[config.mk]
export PLATFORM = sky130hd
export DESIGN_NAME = pipe_stage_skid
export DESIGN_NICKNAME = d
export VERILOG_FILES = /design/src/rtl/pipe_stage_skid.sv
export SDC_FILE = /design/constraint.sdc
export NUM_CORES = 1
export LEC_CHECK = 0
export CORE_ASPECT_RATIO = 1.25
export CORE_MARGIN = 3
export CORE_UTILIZATION = 40
export CTS_CLUSTER_SIZE = 12
export DETAILED_ROUTE_END_ITERATION = 7
export HOLD_SLACK_MARGIN = 0.02
export PLACE_DENSITY = 0.66
export SLEW_MARGIN = 20
export SYNTH_ARGS = -nofsm -noshare
export SYNTH_HDL_FRONTEND = slang
export SYNTH_SLANG_ARGS = --single-unit
[constraint.sdc]
create_clock -name clk -period 2.8 [get_ports clk]
set_input_delay 0.42 -clock clk [delete_from_list [all_inputs] [get_ports clk]]
set_output_delay 0.42 -clock clk [all_outputs]
set_load 0.05 [all_outputs]
[src/rtl/pipe_stage_skid.sv]
// Pipeline stage register (data/ctrl/pc) with valid/ready handshake and a 2-entry skid buffer.
// Latency: 1 cycle from in_fire to out_valid; one transfer per cycle while out_ready stays high.
// Backpressure: in_ready drops only when the skid entry is occupied; it depends on registers and rst alone.
module pipe_stage_skid #(
    parameter int DATA_W = 192,
    parameter int CTRL_W = 22,
    parameter int PC_W   = 32,
    parameter int CNT_W  = 16
) (
    input  logic              clk,
    input  logic              rst,
    input  logic              flush,
    input  logic              in_valid,
    output logic              in_ready,
    input  logic [DATA_W-1:0] in_data,
    input  logic [CTRL_W-1:0] in_ctrl,
    input  logic [PC_W-1:0]   in_pc,
    output logic              out_valid,
    input  logic              out_ready,
    output logic [DATA_W-1:0] out_data,
    output logic [CTRL_W-1:0] out_ctrl,
    output logic [PC_W-1:0]   out_pc,
    output logic [1:0]        occupancy,
    output logic [CNT_W-1:0]  stall_cnt
);

    typedef struct packed {
        logic [DATA_W-1:0] dat;
        logic [CTRL_W-1:0] ctrl;
        logic [PC_W-1:0]   pc;
    } entry_t;

    // Encoding doubles as the occupancy count.
    localparam logic [1:0] ST_EMPTY = 2'd0;
    localparam logic [1:0] ST_ONE   = 2'd1;
    localparam logic [1:0] ST_FULL  = 2'd2;

    logic [1:0]       state_q, state_d;
    entry_t           main_q, main_d;
    entry_t           skid_q, skid_d;
    logic [CNT_W-1:0] stall_cnt_q, stall_cnt_d;

    logic   out_vld;
    logic   skid_vld;
    logic   in_fire;
    logic   out_fire;
    entry_t in_ent;

    assign out_vld  = (state_q != ST_EMPTY);
    assign skid_vld = (state_q == ST_FULL);
    assign in_ready = !rst && !skid_vld;
    assign in_fire  = in_valid && in_ready;
    assign out_fire = out_vld && out_ready;
    assign in_ent   = '{dat: in_data, ctrl: in_ctrl, pc: in_pc};

    assign out_valid = out_vld;
    assign out_data  = main_q.dat;
    assign out_pc    = main_q.pc;
    assign out_ctrl  = out_vld ? main_q.ctrl : '0;
    assign occupancy = state_q;
    assign stall_cnt = stall_cnt_q;

    always_comb begin
        state_d     = state_q;
        main_d      = main_q;
        skid_d      = skid_q;
        stall_cnt_d = stall_cnt_q;

        // Counts the flush cycle too; flush never touches the counter.
        if (out_vld && !out_ready && (stall_cnt_q != '1)) begin
            stall_cnt_d = stall_cnt_q + CNT_W'(1);
        end

        if (flush) begin
            state_d = ST_EMPTY;
        end else begin
            case (state_q)
                ST_EMPTY: begin
                    if (in_fire) begin
                        state_d = ST_ONE;
                        main_d  = in_ent;
                    end
                end
                ST_ONE: begin
                    if (in_fire && out_fire) begin
                        main_d = in_ent;
                    end else if (in_fire) begin
                        state_d = ST_FULL;
                        skid_d  = in_ent;
                    end else if (out_fire) begin
                        state_d = ST_EMPTY;
                    end
                end
                ST_FULL: begin
                    if (out_fire) begin
                        state_d = ST_ONE;
                        main_d  = skid_q;
                    end
                end
                default: begin
                    state_d = ST_EMPTY;
                end
            endcase
        end
    end

    always_ff @(posedge clk) begin
        if (rst) begin
            state_q     <= ST_EMPTY;
            main_q      <= '0;
            skid_q      <= '0;
            stall_cnt_q <= '0;
        end else begin
            state_q     <= state_d;
            main_q      <= main_d;
            skid_q      <= skid_d;
            stall_cnt_q <= stall_cnt_d;
        end
    end

endmodule
# Yosys cells after proc, flatten, opt, wreduce, memory -nomap -nowiden
# Cells that the tools add are included.
dict set report totals {
  output_inout_bits 266
  ff_bits 510
  input_bits 251
  elab_cells 46
}
dict set report classes {
  reduce_logical 16
  bitwise_logic 2
  muxes 11
  eq_ne 8
  n_addsub 1
}
# cell count
set ops {}
lappend ops {{2-to-1 mux 246 bit} 3}
lappend ops {{case mux 246 bit (3 select lines)} 1}
lappend ops {{2-to-1 mux 22 bit} 1}
lappend ops {{adder 16 x 1 -> 16 bit (second input constant)} 1}
lappend ops {{inequality test 16 bit (second input constant)} 1}
lappend ops {{2-to-1 mux 2 bit} 5}
lappend ops {{AND reduction 4 bit} 2}
lappend ops {{logical AND 1 bit} 6}
lappend ops {{inequality test 2 bit (second input constant)} 3}
lappend ops {{case mux 2 bit (3 select lines)} 1}
lappend ops {{AND reduction 5 bit} 1}
lappend ops {{zero test 1 bit} 3}
lappend ops {{inequality test 3 bit (second input constant)} 1}
lappend ops {{nonzero test 3 bit} 1}
lappend ops {{equality test 2 x 1 -> 1 bit (second input constant)} 1}
lappend ops {{equality test 2 bit (second input constant)} 1}
lappend ops {{zero test 2 bit} 1}
lappend ops {{inequality test 2 x 1 -> 1 bit (second input constant)} 1}
lappend ops {{NOT 1 bit} 2}
lappend ops {{nonzero test 2 bit} 1}
lappend ops {{OR reduction 2 bit} 1}

# Logic depth before layout (Yosys ltp)
dict set report logic_depth {
  word_depth 7
  ltp_mapped 8
  ltp_nobuf 5
}

# Worst setup path after synthesis
# Ideal clock, no wire load.
dict set report synth_timing {
  kind {register to output}
  start {register state_q[1], in the netlist occupancy[1]}
  end {output out_ctrl[10]}
  arrival_ps 1909
  setup_slack_ps 471
  path_buffers 2
  path_stages_with_launch 5
  required_ps 2380
  path_cell_list {dfxtp_1 -> buf_2 -> nor2_1 -> clkbuf_1 -> nor2b_1}
}
dict set report synth_via {
  elab_chain_cells 2
}
# item line_no
set synth_rtl {}
lappend synth_rtl {{start, declared} 38} ;# logic [1:0] state_q, state_d;
lappend synth_rtl {{start signal, assigned} 114} ;# state_q <= state_d;
lappend synth_rtl {{nonzero test 2 bit} 49} ;# assign out_vld = (state_q != ST_EMPTY);
lappend synth_rtl {{2-to-1 mux 22 bit} 59} ;# assign out_ctrl = out_vld ? main_q.ctrl : '0;
lappend synth_rtl {{end, declared} 21} ;# output logic [CTRL_W-1:0] out_ctrl,
# Every way passes these cells.

# Final worst setup path
dict set report layout_timing {
  start {register state_q[1], in the netlist occupancy[1]}
  end {output out_ctrl[19]}
}
# Same word-level chain as after synthesis.

==> results.json <==
{
  "drt-pass1-iter-count": 5,
  "drive_above_1_share_pct": 5.87,
  "grt_overflow_total": 0,
  "syn_area_mm2": 0.0226,
  "ios": 517,
  "wirelength_um": 65000,
  "route.detailed.drc": 0,
  "drtAntennaViolNets": 0,
  "core.rowCount": 96,
  "crit_type": "register to output pin",
  "tightest_slew_ns": 0.962,
  "final.fill_count": 5035,
  "path_clk_slew_ns": 0.06,
  "power_density_mw_per_mm2": 586,
  "final.setup.tns_ns": 0,
  "port_buffers": 516,
  "initial_core_util_pct": 40.8,
  "synth_area_per_cell_um2": 8.75,
  "clk_path_buf_depth": 3,
  "ys_ff_latch": 510,
  "critical_path.slowest_cell": "clkdlybuf4s50_1",
  "synthCells": 2581,
  "cts_tree": "done",
  "ys_warn_count": 0,
  "yosysUniqueCellTypes": 37,
  "vias": 18935,
  "skew_ns": 0.0119,
  "grtUsageTotal_pct": 20.5,
  "placedCellCount": 3431,
  "syn-num-nets": 2833,
  "cts_sinks": 510,
  "gp_congestion": 0.826,
  "cp.required_ns": 2.38,
  "finalHoldViolations": 0,
  "die_h_um": 272,
  "leakage_uw": 0.0109,
  "postCtsHoldBufs": 0,
  "critPathLaunchType": "register",
  "cts_root_buf": "clkbuf_16",
  "dieWidth_um": 219,
  "drt_iter0_drc": 1398,
  "slowest_delay_ns": 0.86,
  "antenna_found_initial": 7,
  "grt_max_degree": 196,
  "status": "complete, no violations",
  "nNetsFinal": 3002,
  "hpwlAfterDp_um": 43200,
  "setup_violations": 0,
  "fin_crit_sh_pct": 97.2,
  "ctsHtreeMaxLevel": 2,
  "coreArea_mm2": 0.0554,
  "area_growth_pct": 26.4,
  "cp-end-kind": "output pin",
  "grt_pass1_wl_um": 100000,
  "path_max_fanout": 23,
  "fin_crit_ns": 2.72,
  "cts_resized": 0,
  "grt_pass1_vias": 17857,
  "fmax_mhz": 368,
  "arrival_ns": 2.30,
  "worstSkewPairLatency_ns": 0.58,
  "cts_buffers": 52,
  "wl_per_cell_um": 18.5,
  "hold_path_class": "input pin to register",
  "path_cells": "nor2_2, buf_4, nor2b_1, clkdlybuf4s50_1",
  "dieArea_mm2": 0.0594,
  "timing.hold.ws_ns": 0.145,
  "seq_area_frac_synth_pct": 45.2,
  "rsz0062_at_grt": "no",
  "slew_violations": 0,
  "maxSlewHeadroom_pct": 35.9,
  "drv_cap": 0,
  "final_cell_count_no_fill": 3520,
  "post_cts_buffers": 0,
  "post_drt_via_cell_ratio": 5.38,
  "vdd_drop_max_mv": 0.467
}
## synthesized netlist by cell type
cell type  instances  share of area, %
a2111oi_0          1             0.039
a21oi_1          504                11
a311oi_1         246               9.5
a32o_1             1             0.044
and3_1             2             0.055
buf_1              4             0.066
buf_2             67               1.5
buf_4            224               7.4
clkbuf_1         183               3.0
dfxtp_1          510                45
ha_1               1             0.055
inv_1              4             0.066
inv_2              1             0.017
mux2_2             2              0.10
mux2i_1          247                11
nand2_1          497               8.3
nand2b_1           3             0.083
nand3_1            5              0.11
nand3b_1           1             0.033
nand4_1            6              0.17
nand4_2            1             0.055
nor2_1             9              0.15
nor2b_1           25              0.69
nor3_1             2             0.044
nor4_1             3             0.083
nor4_2             1             0.055
nor4bb_1           1             0.044
o21ai_0            5              0.11
o21ba_2            1             0.044
o21bai_1           1             0.033
o311ai_0           2             0.078
o31ai_1            7              0.23
o41ai_1            2             0.078
or2_2              2             0.055
or3_1              2             0.055
or4_1              7              0.23
or4_4              1             0.050
## worst max-delay path: cells and delay by family (launching register included)
kind | cells | cell delay [ns]
buffers and inverters | 2 | 1.07
flip-flops | 1 | 0.34
AND/OR/NAND/NOR | 2 | 0.28
## worst paths after layout
kind / to / depth (start not counted) / start / slack (ns)
setup / recovery: out_ctrl[19] / 4 / occupancy[1] / 0.08
hold / removal: skid_q[199] / 2 / rst / 0.14
setup reg to reg: stall_cnt[14] / 5 / stall_cnt[0] / 0.72
hold reg to reg: skid_q[128] / 2 / skid_q[128] / 0.45
## flip-flops by register name, indices dropped and copies added (netlist names)
| signal | flops |
|---|---|
| out_data | 192 |
| out_pc | 32 |
| skid_q | 246 |
| stall_cnt | 16 |
| main_q | 22 |
| occupancy | 2 |
## report_power, final
group | internal [uW] | switching (uW)
logic | 965 | 1470
registers | 7470 | 124
clock network | 3900 | 2820
total | 12300 | 4410
## cells in the final DEF (no fill, tap or decap), types with 2 or more instances in the layout
| cell type | instances |
|---|---|
| dfxtp_1 | 510 |
| nand4_1 | 6 |
| diode_2 | 7 |
| bufinv_16 | 2 |
| or4_1 | 6 |
| buf_4 | 49 |
| mux2_2 | 2 |
| mux2i_1 | 247 |
| clkdlybuf4s50_1 | 514 |
| o31ai_1 | 7 |
| inv_1 | 4 |
| and3_1 | 2 |
| clkbuf_1 | 12 |
| o21ai_0 | 5 |
| or3_1 | 2 |
| or4_4 | 2 |
| buf_12 | 29 |
| o311ai_0 | 2 |
| nor4_1 | 2 |
| nand3_1 | 5 |
| nor2b_1 | 25 |
| clkbuf_8 | 11 |
| clkinv_2 | 4 |
| nand2_1 | 497 |
| or2_2 | 2 |
| clkbuf_16 | 53 |
| o41ai_1 | 2 |
| nor2_1 | 8 |
| nor4_2 | 2 |
| a21oi_1 | 504 |
| nor3_1 | 2 |
| a311oi_1 | 246 |
| nand2b_1 | 2 |
## kinds of logic after synthesis
kind of cell	synth area share, %
buf+inv	12.1
simple gates	10.2
flops	45.2
fa+ha+maj	0.0554
mux	11.0
compound gates	21.4
## final cells by class
cell class	instances	area, um2	share of cell area (%)
sequential	510	10200	35.8
multi-input combinational	1588	9670	33.9
timing repair buffer	593	6110	21.4
clock buffer	76	1520	5.33
tap	735	920	3.22
clock inverter	6	80.1	0.280
inverter	5	26.3	0.0920
antenna	7	17.5	0.0613
## layer usage
metal / track usage, % / wire [um] / part of all wire, % / vias to the layer above
li1: - / - / - / 9298
met5: 0 / 0 / 0 / -
met3: 5.62 / 4880 / 7.5 / 113
met4: 7.95 / 2330 / 3.6 / 0
met2: 34.9 / 31500 / 48 / 563
met1: 24.5 / 26300 / 40 / 8961
## per-stage QoR
| stage | utilization (%) | power, uW | cell area (um2) | setup WS [ns] |
|---|---|---|---|---|
| after floorplan | - | 9340 | 22600 | 0.471 |
| after global placement | 48.6 | 10100 | 26900 | 0.288 |
| after detailed placement | 48.6 | 10200 | 26900 | 0.204 |
| after CTS | 51.5 | 16900 | 28500 | 0.0493 |
| after global routing | 51.6 | 17400 | 28600 | 0.0222 |
| final | 51.6 | 16700 | 28600 | 0.0795 |
No activity file was read; power rests on OpenSTA's default activity.
